==> config.mk <==
export PLATFORM = sky130hd
export DESIGN_NAME = sad_result_monitor
export DESIGN_NICKNAME = d
export VERILOG_FILES = /design/src/rtl/sad_result_monitor.sv
export SDC_FILE = /design/constraint.sdc
export NUM_CORES = 1
export LEC_CHECK = 0
export ABC_AREA = 1
export BUFFER_PORTS_ARGS = -buffer_cell sky130_fd_sc_hd__buf_2
export CORE_AREA = 2 2 259 261
export DETAILED_ROUTE_END_ITERATION = 16
export DIE_AREA = 0 0 261 263
export SETUP_SLACK_MARGIN = 0.1
export SYNTH_ARGS = -nofsm -noshare
export SYNTH_HDL_FRONTEND = slang
export SYNTH_SLANG_ARGS = --single-unit
==> constraint.sdc <==
create_clock -name clk -period 6.15 [get_ports clk]
set_input_delay 0.615 -clock clk [delete_from_list [all_inputs] [get_ports clk]]
set_output_delay 0.615 -clock clk [all_outputs]
set_load 0.005 [all_outputs]
==> src/rtl/sad_result_monitor.sv <==
// rtl/sad_result_monitor.sv - change-detecting v0/v1 result monitor with show-ahead FIFO and stable-done flag
// Optional MON_DROP_COUNT_EN adds a saturating drop_count output.
module sad_result_monitor #(
  parameter int DEPTH         = 8,
  parameter int STABLE_CYCLES = 64,
  parameter int CW            = $clog2(DEPTH) + 1
) (
  input  logic          clk,
  input  logic          rst,
  input  logic [31:0]   v0_in,
  input  logic [31:0]   v1_in,
  output logic          out_valid,
  input  logic          out_ready,
  output logic [31:0]   out_v0,
  output logic [31:0]   out_v1,
  output logic [CW-1:0] count,
  output logic          overflow,
`ifdef MON_DROP_COUNT_EN
  output logic          done,
  output logic [15:0]   drop_count
`else
  output logic          done
`endif
);

  localparam int AW = $clog2(DEPTH);
  localparam int SW = $clog2(STABLE_CYCLES + 1);

  logic [31:0]   r_prev_v0;
  logic [31:0]   r_prev_v1;
  logic [31:0]   r_mem_v0 [DEPTH];
  logic [31:0]   r_mem_v1 [DEPTH];
  logic [AW-1:0] r_wr_ptr;
  logic [AW-1:0] r_rd_ptr;
  logic [CW-1:0] r_count;
  logic          r_overflow;
  logic [SW-1:0] r_stable;
  logic          r_seen;
  logic          r_done;

  logic          w_chg;
  logic          w_pop;
  logic          w_full;
  logic          w_push;
  logic          w_drop;
  logic [SW-1:0] w_stable_nxt;
  logic          w_seen_nxt;

  assign w_chg  = ({v0_in, v1_in} != {r_prev_v0, r_prev_v1});
  assign w_pop  = out_valid & out_ready;
  assign w_full = (r_count == CW'(DEPTH));
  // A pop in the same cycle frees the slot, so a full FIFO still accepts the push.
  assign w_push = w_chg & (~w_full | w_pop);
  assign w_drop = w_chg & w_full & ~w_pop;

  always_comb begin
    w_stable_nxt = r_stable;
    w_seen_nxt   = r_seen | w_chg;
    if (w_chg) begin
      w_stable_nxt = '0;
    end else if (r_stable != SW'(STABLE_CYCLES)) begin
      w_stable_nxt = r_stable + SW'(1);
    end
  end

  always_ff @(posedge clk) begin
    if (rst) begin
      r_prev_v0  <= '0;
      r_prev_v1  <= '0;
      r_wr_ptr   <= '0;
      r_rd_ptr   <= '0;
      r_count    <= '0;
      r_overflow <= 1'b0;
      r_stable   <= '0;
      r_seen     <= 1'b0;
      r_done     <= 1'b0;
      for (int i = 0; i < DEPTH; i++) begin
        r_mem_v0[i] <= '0;
        r_mem_v1[i] <= '0;
      end
    end else begin
      r_prev_v0 <= v0_in;
      r_prev_v1 <= v1_in;
      if (w_push) begin
        r_mem_v0[r_wr_ptr] <= v0_in;
        r_mem_v1[r_wr_ptr] <= v1_in;
        r_wr_ptr           <= r_wr_ptr + AW'(1);
      end
      if (w_pop) begin
        r_rd_ptr <= r_rd_ptr + AW'(1);
      end
      case ({w_push, w_pop})
        2'b10:   r_count <= r_count + CW'(1);
        2'b01:   r_count <= r_count - CW'(1);
        default: r_count <= r_count;
      endcase
      if (w_drop) begin
        r_overflow <= 1'b1;
      end
      r_stable <= w_stable_nxt;
      r_seen   <= w_seen_nxt;
      // Evaluated on next-state values so done rises on the edge the counter saturates.
      r_done   <= w_seen_nxt & (w_stable_nxt == SW'(STABLE_CYCLES));
    end
  end

`ifdef MON_DROP_COUNT_EN
  logic [15:0] r_drop_count;

  always_ff @(posedge clk) begin
    if (rst) begin
      r_drop_count <= '0;
    end else if (w_drop && (r_drop_count != 16'hFFFF)) begin
      r_drop_count <= r_drop_count + 16'd1;
    end
  end

  assign drop_count = r_drop_count;
`endif

  assign out_valid = (r_count != '0);
  assign out_v0    = r_mem_v0[r_rd_ptr];
  assign out_v1    = r_mem_v1[r_rd_ptr];
  assign count     = r_count;
  assign overflow  = r_overflow;
  assign done      = r_done;

endmodule

**Yosys cells after proc, flatten, opt, wreduce, memory -nomap -nowiden**

Memory sizes are Yosys's and may differ from the RTL's. A register that Yosys moved wholly into a read port is not among the register bits.
Index checks and enable logic that the tools add are counted.

- $add $sub $neg: 5
- Eq/ne operators: 6
- Multiplexer cells: 18
- Bitwise logic cells: 9
- Reduce and logical (&&, ||, !) cells: 4

Operators by type and width:

| cell | count |
|---|---|
| $mux 32 | 2 |
| $ne 64x64->1 | 1 |
| $reduce_or 32->1 | 2 |
| $mux 3 | 6 |
| $mux 7 | 2 |
| $pmux 4 s2 | 1 |
| $add 7x1->7 const B | 1 |
| $eq 7x7->1 const B | 1 |
| $mux 1 | 7 |
| $ne 7x7->1 const B | 1 |
| $add 3x1->3 const B | 2 |
| $and 1x1->1 | 5 |
| $add 4x1->4 const B | 1 |
| $eq 4x4->1 const B | 1 |
| $reduce_bool 4->1 | 1 |
| $sub 4x1->4 const B | 1 |
| $eq 2x1->1 const B | 1 |
| $eq 2x2->1 const B | 1 |
| $not 1->1 | 2 |
| $or 1x1->1 | 2 |
| $reduce_bool 2->1 | 1 |

- Flip-flop bits (word level): 84
- Bits in writable memories: 512
- Output and inout bits: 71
- Memories: 2

Memory list:

| name | depth | bits a word | rd ports | clocked after memory_dff | wr ports | RTL line | text |
|---|---|---|---|---|---|---|---|
| r_mem_v0 | 8 | 32 | 1 | 1 | 8 | 31 | `logic [31:0] r_mem_v0 [DEPTH];` |
| r_mem_v1 | 8 | 32 | 1 | 1 | 8 | 32 | `logic [31:0] r_mem_v1 [DEPTH];` |

**Depth between registers and ports, before layout**

Gate-level depths: netlist of the first run.

- Word-level depth: 9
- Depth in mapped cells: 19
- Mapped depth without buffers: 19

**Worst setup path before layout of the first run**

No wires, ideal clock.

- Kind: input-to-reg
- Start point: input port v0_in[1]
- End point: memory r_mem_v0[1][0] (enable)
- Setup time: 0.424 ns
- Data arrival time: 3.207 ns
- Path slack: 2.519 ns
- Stages: 15
- Buffers on the path: 2
- Cells stage by stage: inv_2 -> nand2_1 -> nand2_1 -> nor2_1 -> nand2_1 -> nor2_1 -> nand2_1 -> nor2_2 -> nand2_4 -> nand2_4 -> nor3_2 -> nand2_1 -> buf_4 -> buf_6 -> nand2_1

RTL lines:

| what | RTL line | text |
|---|---|---|
| start: declaration | 10 | `input logic [31:0] v0_in,` |
| end: declaration | 31 |  |

==> results of run 1 <==
==> area by class of cell <==
| type | instances | area [sq um] | share of cell area |
|---|---|---|---|
| flip-flops and latches | 599 | 17100 | 0.586 |
| multi-input cells | 1754 | 7610 | 0.260 |
| clock buffers | 88 | 1740 | 0.0595 |
| well taps | 864 | 1080 | 0.0370 |
| repair buffers | 162 | 888 | 0.0304 |
| inverters | 140 | 536 | 0.0183 |
| clock inverters | 28 | 248 | 0.00848 |
==> sequential cells by signal (all words and copies together) (netlist names), 3 cells and up, named ones only <==
name,cells
r_mem_v0,256
r_mem_v1,256
r_prev_v0,32
r_prev_v1,32
r_stable,7
count,4
r_rd_ptr,3
r_wr_ptr,3
==> worst max-delay path, stage by stage (launching register included) <==
cell,delay [ns]
dfxtp_4,0.59
inv_4,0.90
buf_4,0.62
o21ai_0,0.17
o22ai_1,0.18
nor2_1,0.08
a31oi_1,0.33
buf_2,0.20
==> through the flow <==
stage / cells / total power, mW / setup WS (ns) / util / cell area [sq um]
after global routing: 3635 / 12.5 / 1.56 / 0.445 / 29200
after CTS: 3635 / 12.0 / 1.71 / 0.445 / 29200
final: 3635 / 11.9 / 1.80 / 0.445 / 29200
after global placement: 3519 / 8.25 / 2.31 / 0.415 / 27200
after detailed placement: 3519 / 8.32 / 2.23 / 0.415 / 27200
after floorplan: 2657 / 7.09 / 2.52 / - / 26000
==> cell families after synthesis <==
group,count (synthesis),synth area share
flops,599,0.657
fa+ha+maj,7,0.00365
buf+inv,304,0.0560
compound gates,405,0.0841
simple gates,1325,0.193
xor+xnor,17,0.00572
==> report_power, final <==
group / leakage [nW] / internal, mW / switching, mW / total (mW)
clock: 0.977 / 2.09 / 1.57 / 3.67
combinational: 4.72 / 0.921 / 2.10 / 3.02
sequential: 6.04 / 4.97 / 0.208 / 5.18
total: 11.7 / 7.99 / 3.88 / 11.9
==> Yosys cell counts (20+ instances only) <==
cell / count / area (sq um)
buf_2: 20 / 100
buf_6: 30 / 338
clkbuf_1: 79 / 297
nor2_1: 1082 / 4060
dfxtp_1: 87 / 1740
inv_1: 76 / 285
a31oi_1: 64 / 400
o22ai_1: 64 / 400
edfxtp_1: 512 / 15400
inv_2: 54 / 203
nand2_1: 214 / 803
o21ai_0: 265 / 1330
==> placed cells by master, fill, tap and decap left out, drive strengths merged <==
cell	synthesis	final
ha	6	6
nor4	1	1
nand2	216	216
nand3	14	14
o22ai	64	64
dfxtp	87	87
clkbuf	79	88
buf	85	162
bufinv	0	3
a31oi	64	64
edfxtp	512	512
nor3b	2	2
o21ai	265	265
clkinvlp	0	3
a21oi	11	11
inv	130	131
nor2	1085	1085
nand4	1	1
xor2	16	16
xnor2	1	1
nor3	6	6
clkinv	10	31
fa	1	1
a211oi	1	1
==> worst max-delay path by stage <==
stage	endpoint	slack, ns	depth (start not counted)
after CTS	out_v1[31]	1.71	7
final	out_v1[28]	1.80	7
after detailed placement	r_mem_v0[3][26]	2.23	15
after global routing	out_v1[16]	1.56	7
after floorplan	r_mem_v0[1][0]	2.52	15
after global placement	r_mem_v1[5][24]	2.31	15
==> layer usage <==
metal,GRT usage,part of all wire,wire length (um),vias up
met2,0.347,0.49,34900,545
li1,-,-,-,8960
met3,0.0277,0.055,3920,83
met4,0.0541,0.019,1320,0
met5,0,0,0,-
met1,0.275,0.43,30700,9390
==> impl_results.md, run 1 <==
* # port buffers at 137
* Starting Density at 0.397
* Critical R2R Launch: r_prev_v1[5]
* Synthesized instance count at 2,657
* FF-to-FF path depth at 14
* Crit. End Element: primary output
* Arrival @ worst endpoint at 3.73 ns
* Cts bufs inserted at 61
* HP Start: rst
* MaxCap Viol Count at 0
* DP HPWL at 37,800 um
* DIE HEIGHT at 263 um
* CP startpoint kind: register
* Final TNS setup at 0 ns
* Row cnt at 94
* Fraction of layout cells with a size suffix above 1 at 0.122
* TritonRoute pass-1 iters at 6
* CTS tree: yes
* Post-synthesis sequential area ratio at 0.657
* Worst hold stages at 2
* RR Endpoint: r_mem_v0[3][26]
* Least-Margin Pin Slew at 1.16 ns
* Cell leakage power at 11.7 nW
* CTS resizes at 0
* Critical path class: reg2out
* Max Fclk at 0.230 GHz
* First-pass GRT wire length at 109,000 um
* Root buffer cell: clkbuf_16
* Maximum clock insertion buffer count at 3
* Vias in the first global route at 18,600
* Nets at 2,792
* Post-Syn Nets at 2,731
* Post-synth EDFFs at 512
* DR WL/cell at 19.5 um
* CTS Sinks at 599
* Final Slew Violations at 0
* PD cells at 406 nW/um^2
* Cell Area, Synth at 26,000 sq um
* Global-route usage over all layers at 0.205
* Die area at 68,600 sq um
* Synth Register Bits at 599
* GP Congestion at 0.768
* Final period utilization at 0.707
* Hold_ws at 0.244 ns
* Starting DRT DRC Count at 1,570
* CTS Hold Buffers Added at 0
* Avg Cell Area, Syn at 9.80 sq um
* Htree depth at 2
* Clk_skew at 0.0306 ns
* Final hold viol count at 0
* Post-CTS Setup Bufs at 0
* Global route overflow at 0
* Worst skew pair latency at 0.64 ns
* Largest net degree at the start of global routing at 157
* Initial antenna violation count at 0
* Core area at 65,600 sq um
* RSZ-0062 raised after global routing: no
* Worst rel slew slack at 0.224
* Clock slew at reported path FFs at 0.06 ns
* Die width at 261 um
* Hold crit path type: in2reg
* Total Wirelength at 70,900 um
* Fillers at 6,283
* Yosys Warn Count at 0
* DRC at 0
* Count of different cell masters after synthesis at 29
* Ys async rst share at 0
* Status: complete, no violations
* Antenna cells at 0
* Worst reg2reg setup slack at 2.77 ns
* Final setup viols at 0
* Worst VDD drop at 0.220 mV
* Via density at 5.22
* # IOs at 138
* Post-synth top flop: edfxtp_1
* Required time worst endpoint at 5.53 ns
* CP Max Fanout at 87
* Worst Hold Path EP: r_prev_v0[10]
* Routed Antenna Nets at 0
* Crit path time final at 4.35 ns
* Layout area overhead at 12.2%
* Vias at 19,000
(Power assumes the default switching activity.)
==> run 2: changes to the inputs <==
--- a/config.mk
+++ b/config.mk
@@ -5,11 +5,11 @@
 export SDC_FILE = /design/constraint.sdc
 export NUM_CORES = 1
 export LEC_CHECK = 0
-export ABC_AREA = 1
+export ABC_AREA = 0
 export BUFFER_PORTS_ARGS = -buffer_cell sky130_fd_sc_hd__buf_2
-export CORE_AREA = 2 2 259 261
+export CORE_AREA = 2 2 258 260
 export DETAILED_ROUTE_END_ITERATION = 16
-export DIE_AREA = 0 0 261 263
+export DIE_AREA = 0 0 260 262
 export SETUP_SLACK_MARGIN = 0.1
 export SYNTH_ARGS = -nofsm -noshare
 export SYNTH_HDL_FRONTEND = slang
==> constraint.sdc (replaced) <==
create_clock -name clk -period 4.5 [get_ports clk]
set_input_delay 0.45 -clock clk [delete_from_list [all_inputs] [get_ports clk]]
set_output_delay 0.45 -clock clk [all_outputs]
set_load 0.005 [all_outputs]
==> run 2 against run 1 <==
Hold slack worse by 0.11 ns. Setup slack worse by 0.78 ns. Power up 20%. Clock skew down 0.0082 ns. Final area up 1.4%. Utilization up 0.87 points. Highest routed layer is now met5.
==> impl_results.md, run 2 <==
* Status: complete, no violations
* Placed cell area at 27,700 sq um
* Initial antenna violation count at 7
* CP startpoint kind: register
* Layout area overhead at 14.5%
* CTS Sinks at 599
* Post-synth EDFFs at 512
* Ys async rst share at 0
* DR WL/cell at 24.1 um
* Post-CTS Setup Bufs at 0
* Final setup viols at 0
* Switching share of power at 0.254
* Switching power at 3.64 mW
* Cell-internal power at 10.7 mW
* TritonRoute pass-1 iters at 6
* Crit-path max cell delay at 0.47 ns
* DIE HEIGHT at 262 um
* Vias at 15,200
* Htree depth at 2
* Starting DRT DRC Count at 1,187
* Post-synthesis sequential area ratio at 0.661
* Crit path time final at 3.47 ns
* Via density at 5.33
* Cell Area, Synth at 25,900 sq um
* Die area at 68,100 sq um
* Row cnt at 94
* Worst skew pair latency at 0.62 ns
* Hold_ws at 0.137 ns
* PD cells at 482 nW/um^2
* Clock slew at reported path FFs at 0.06 ns
* Cells after DPL at 2,731
* Cts bufs inserted at 58
* Area of the multi-input gates at 8270 sq um
* Least-Margin Pin Slew at 1.09 ns
* Commonest non-fill, non-tap cell in the layout: edfxtp_1
* Dominant cell type by area after synthesis: edfxtp_1
* Most common library cells after synthesis: 512 x edfxtp_1, 403 x nor2_1, 137 x nand2_1
* Final period utilization at 0.772
* Fillers at 5,727
* Critical path class: reg2reg
* CTS resizes at 0
* Largest net degree at the start of global routing at 86
* Final hold viol count at 0
* Nets at 2,001
* Count of different cell masters after synthesis at 36
* CP Max Fanout at 6
* Reg area at 17,100 sq um
* DP HPWL at 38,300 um
* Post-synth top area share at 0.594
* GP Congestion at 0.761
* DRC at 0
* Non-Filler Instances at 2,843
* Fraction of layout cells with a size suffix above 1 at 0.244
* Core area at 65,300 sq um
* CTS tree: yes
* Global route overflow at 0
* Reg power frac at 0.466
* Global-route usage over all layers at 0.203
* Synth Register Bits at 599
* Crit. End Element: register
* Avg Cell Area, Syn at 14.3 sq um
* Fin area at 29,600 sq um
* Clk pwr share at 0.354
* Starting Density at 0.397
* Biggest regs: r_mem_v0 x256, r_mem_v1 x256
* Arrival @ worst endpoint at 3.97 ns
* Max Fclk at 0.288 GHz
* Ranking of synthesized cells by area: edfxtp_1 59%, mux4_2 11%, dfxtp_1 6.7%
* Worst rel slew slack at 0.274
* Logic pwr share at 0.180
* Routed Antenna Nets at 0
* Die width at 260 um
* Top-count cell post-synth: edfxtp_1
* Total Wirelength at 68,600 um
* CP most frequent cell: a21o_1
* Final Power at 14.3 mW
* # port buffers at 137
* Root buffer cell: clkbuf_16
* Critical-path cell list: xnor2_1 > nand4_1 > nor4_2 > and4_1 > nand3_1 > inv_1 > ha_1 > a21o_1 > a21o_1 > and3_1 > mux2i_1 > mux2_2
* Final core utilization at 0.454
* First-pass GRT wire length at 101,000 um
* Vias in the first global route at 15,700
* Post-Syn Nets at 1,884
* Final Slew Violations at 0
* Yosys Warn Count at 0
* Maximum clock insertion buffer count at 3
* Most frequent cells in the layout: 512 x edfxtp_1, 401 x nor2_1, 137 x nand2_1, 136 x buf_2, 128 x mux4_2
* CTS Hold Buffers Added at 0
* Post-synth top flop: edfxtp_1
* MaxCap Viol Count at 0
* Slowest CP cell: xnor2_1
* Synthesized instance count at 1,810
* Clk_skew at 0.0224 ns
* # IOs at 138
* RSZ-0062 raised after global routing: no
* Cell leakage power at 10.4 nW
* Worst VDD drop at 0.315 mV
* Hold crit path type: in2reg
* Required time worst endpoint at 5.00 ns
==> run 2: cell count changes in the layout (fill, tap and decap cells not counted), sizes merged, moves of 79 or more <==
cell / before / now
nor2: 1085 / 403
inv: 131 / 8
and2: 0 / 127
mux4: 0 / 128
o21ai: 265 / 9
nand2: 216 / 137
==> run 2: logic make-up after synthesis <==
group	count (synthesis)	share of synthesized area
multiplexers	200	0.143
buffers and inverters	126	0.0243
flip-flops	599	0.661
AND/OR/NAND/NOR	786	0.139
adder cells (fa/ha/maj)	7	0.00367
AO/OA/AOI/OAI	19	0.00425
XOR/XNOR	73	0.0247
==> run 2: cell type report <==
class,instances,area share
flip-flops and latches,599,0.578
multi-input cells,1085,0.279
clock buffers,72,0.0528
repair buffers,176,0.0390
well taps,864,0.0365
clock inverters,37,0.0138
inverters,7,0.000886
diodes,3,0.000253
==> run 2: critical path, delay by kind of cell, from the launching register on <==
family | cells | cell delay, ns
and+or+nand+nor | 5 | 1.41
muxes | 2 | 0.47
xor gates and xnor gates | 1 | 0.47
AOI/OAI and AO/OA | 2 | 0.35
DFF | 1 | 0.31
adders and majority gates | 1 | 0.23
buffers and inverters | 1 | 0.11
==> run 2: path summary, 6_finish.rpt <==
path | slack [ns] | start | depth (start not counted) | end
worst max-delay path | 1.03 | r_prev_v1[10] | 12 | count[3]
worst min-delay path | 0.14 | v1_in[22] | 2 | r_prev_v1[22]
worst max register to register | 1.03 | r_prev_v1[10] | 12 | count[3]
worst min register to register | 0.48 | r_rd_ptr[1] | 2 | register
==> run 2: power groups by stage <==
stage / clock (mW) / combinational [mW] / sequential [mW]
floorplan: 0 / 1.75 / 6.63
global route: 5.36 / 2.76 / 6.71
finish: 5.05 / 2.58 / 6.66
CTS: 5.15 / 2.63 / 6.67
detailed placement: 0 / 2.62 / 6.79
global placement: 0 / 2.61 / 6.77
==> run 2: metal layers <==
metal | track usage | part of all wire | up-vias
met5 | 0 | 0.00071 | -
met4 | 0.0548 | 0.022 | 8
met3 | 0.0394 | 0.059 | 104
met2 | 0.350 | 0.50 | 459
met1 | 0.262 | 0.41 | 7844
li1 | - | - | 6743
==> run 2: through the flow <==
step	setup TNS [ns]	setup WS [ns]
6_report	0	1.03
3_3_place_gp	0	0.749
3_5_place_dp	0	0.772
4_1_cts	0	1.03
2_1_floorplan	-85.62	-0.669
5_1_grt	0	0.858
==> run 3: changes to the inputs <==
==> constraint.sdc (replaced) <==
create_clock -name clk -period 3 [get_ports clk]
set_input_delay 0.3 -clock clk [delete_from_list [all_inputs] [get_ports clk]]
set_output_delay 0.3 -clock clk [all_outputs]
set_load 0.005 [all_outputs]
==> run 3 against run 2 <==
First-iteration DRC count down 1.1%. Hold slack worse by 0.10 ns. Setup slack worse by 0.93 ns. Maximum frequency up 20%. Critical path depth up 1. Final area up 5.8%. Register-to-register slack worse by 0.93 ns. Via count up 4.9%. Flip-flop and latch count unchanged. Utilization up 2.6 points. Wire length up 5.8%. Largest cell class unchanged. Highest routed layer unchanged.
==> impl_results.md, run 3 (synthesis results as in run 2) <==
* Status: complete, no violations
* GP Congestion at 0.774
* Cell leakage power at 11.4 nW
* Max Fclk at 0.344 GHz
* Final setup viols at 0
* Starting DRT DRC Count at 1,174
* DRC at 0
* Global-route usage over all layers at 0.214
* Hold crit path type: in2reg
* Critical path class: reg2reg
* Total Wirelength at 72,600 um
* Clock slew at reported path FFs at 0.06 ns
* Crit path time final at 2.90 ns
* Global route overflow at 0
* FF-to-FF path depth at 13
* Worst VDD drop at 0.494 mV
* Final Slew Violations at 0
* Placed cell area at 29,000 sq um
* Largest net degree at the start of global routing at 66
* Clk_skew at 0.0210 ns
* Starting Density at 0.397
* Non-Filler Instances at 2,972
* DIE HEIGHT at 262 um
* CP Max Fanout at 2
* Worst hold stages at 2
* Worst skew pair latency at 0.60 ns
* PD cells at 705 nW/um^2
* # IOs at 138
* Cts bufs inserted at 66
* # port buffers at 137
* Nets at 2,128
* Most frequent cells in the layout: 512 x edfxtp_1, 401 x nor2_1, 136 x nand2_1, 136 x buf_2, 128 x mux4_2
* Vias in the first global route at 16,400
* Via density at 5.35
* CTS tree: yes
* Cells after DPL at 2,844
* Least-Margin Pin Slew at 0.990 ns
* MaxCap Viol Count at 0
* RSZ-0062 raised after global routing: yes
* Die area at 68,100 sq um
* Fin area at 31,400 sq um
* Die width at 260 um
* TritonRoute pass-1 iters at 5
* DR WL/cell at 24.4 um
* Required time worst endpoint at 3.49 ns
* Final period utilization at 0.968
* Arrival @ worst endpoint at 3.39 ns
* CTS Hold Buffers Added at 0
* Biggest regs: r_mem_v0 x256, r_mem_v1 x256
* Vias at 15,900
* Routed Antenna Nets at 0
* Core area at 65,300 sq um
* Fraction of layout cells with a size suffix above 1 at 0.296
* Crit. End Element: register
* Initial antenna violation count at 5
* Htree depth at 3
* Commonest non-fill, non-tap cell in the layout: edfxtp_1
* Final hold viol count at 0
* First-pass GRT wire length at 106,000 um
* Row cnt at 94
* Worst setup margin at 0.0969 ns
* Root buffer cell: clkbuf_16
* Final TNS setup at 0 ns
* CTS Sinks at 599
* Final core utilization at 0.480
* Layout area overhead at 21.1%
* DP HPWL at 44,000 um
* Maximum clock insertion buffer count at 3
* Worst rel slew slack at 0.340
* CP startpoint kind: register
* Pre-CTS WS at -0.398 ns
run 3: worst paths after layout:
path | end | startpoint | slack, ns
setup / recovery | count[3] | r_prev_v1[7] | 0.1
setup reg to reg | count[3] | r_prev_v1[7] | 0.1
hold reg to reg | register | r_rd_ptr[1] | 0.48
hold / removal | r_prev_v1[15] | v1_in[15] | 0.03
run 3: critical path, stage by stage (launching register included):
cell and delay, ns:
dfxtp_2 0.32, xnor2_2 0.17, buf_4 0.16, nand4_1 0.16, nor4_4 0.35, and4_4 0.31, nand3_4 0.10, inv_4 0.08
ha_4 0.19, a21o_1 0.15, a21o_1 0.16, and3_1 0.17, mux2i_1 0.13, mux2_2 0.35
run 3: through the flow:
stage / hold WS, ns / total power, mW
finish: 0.0335 / 22.1
global route: 0.0201 / 22.9
CTS: 0.000256 / 22.3
detailed placement: 0.464 / 14.4
global placement: 0.457 / 14.4
floorplan: 0.428 / 12.6
run 3: routing by layer:
metal	part of all wire	GRT usage	wire length, um	vias up
met5	0.00036	0	26	-
met4	0.020	0.0634	1450	4
met3	0.066	0.0362	4790	101
li1	-	-	-	7015
met1	0.41	0.280	29700	8219
met2	0.50	0.367	36600	569
run 3: area by class of cell:
class | count | area (sq um)
inverter | 7 | 28.8
fill | 5634 | 33900
timing repair buffer | 295 | 2550
antenna | 2 | 5.00
sequential | 599 | 17100
clock inverter | 24 | 138
tap | 864 | 1080
clock buffer | 96 | 1940
multi-input combinational | 1085 | 8480
run 3: power by group:
| group | switching (mW) | total, mW | leakage (nW) | internal, mW |
|---|---|---|---|---|
| clock | 3.27 | 7.85 | 1.01 | 4.58 |
| sequential | 0.248 | 9.88 | 6.10 | 9.63 |
| combinational | 2.20 | 4.40 | 4.25 | 2.19 |
run 3: what timing repair did:
| item | CTS | global route |
|---|---|---|
| pin swaps | 17 | 10 |
| gates resized for setup | 22 | 13 |
| setup endpoints to repair | 22 | 436 |
| buffers inserted | 5 | 1 |
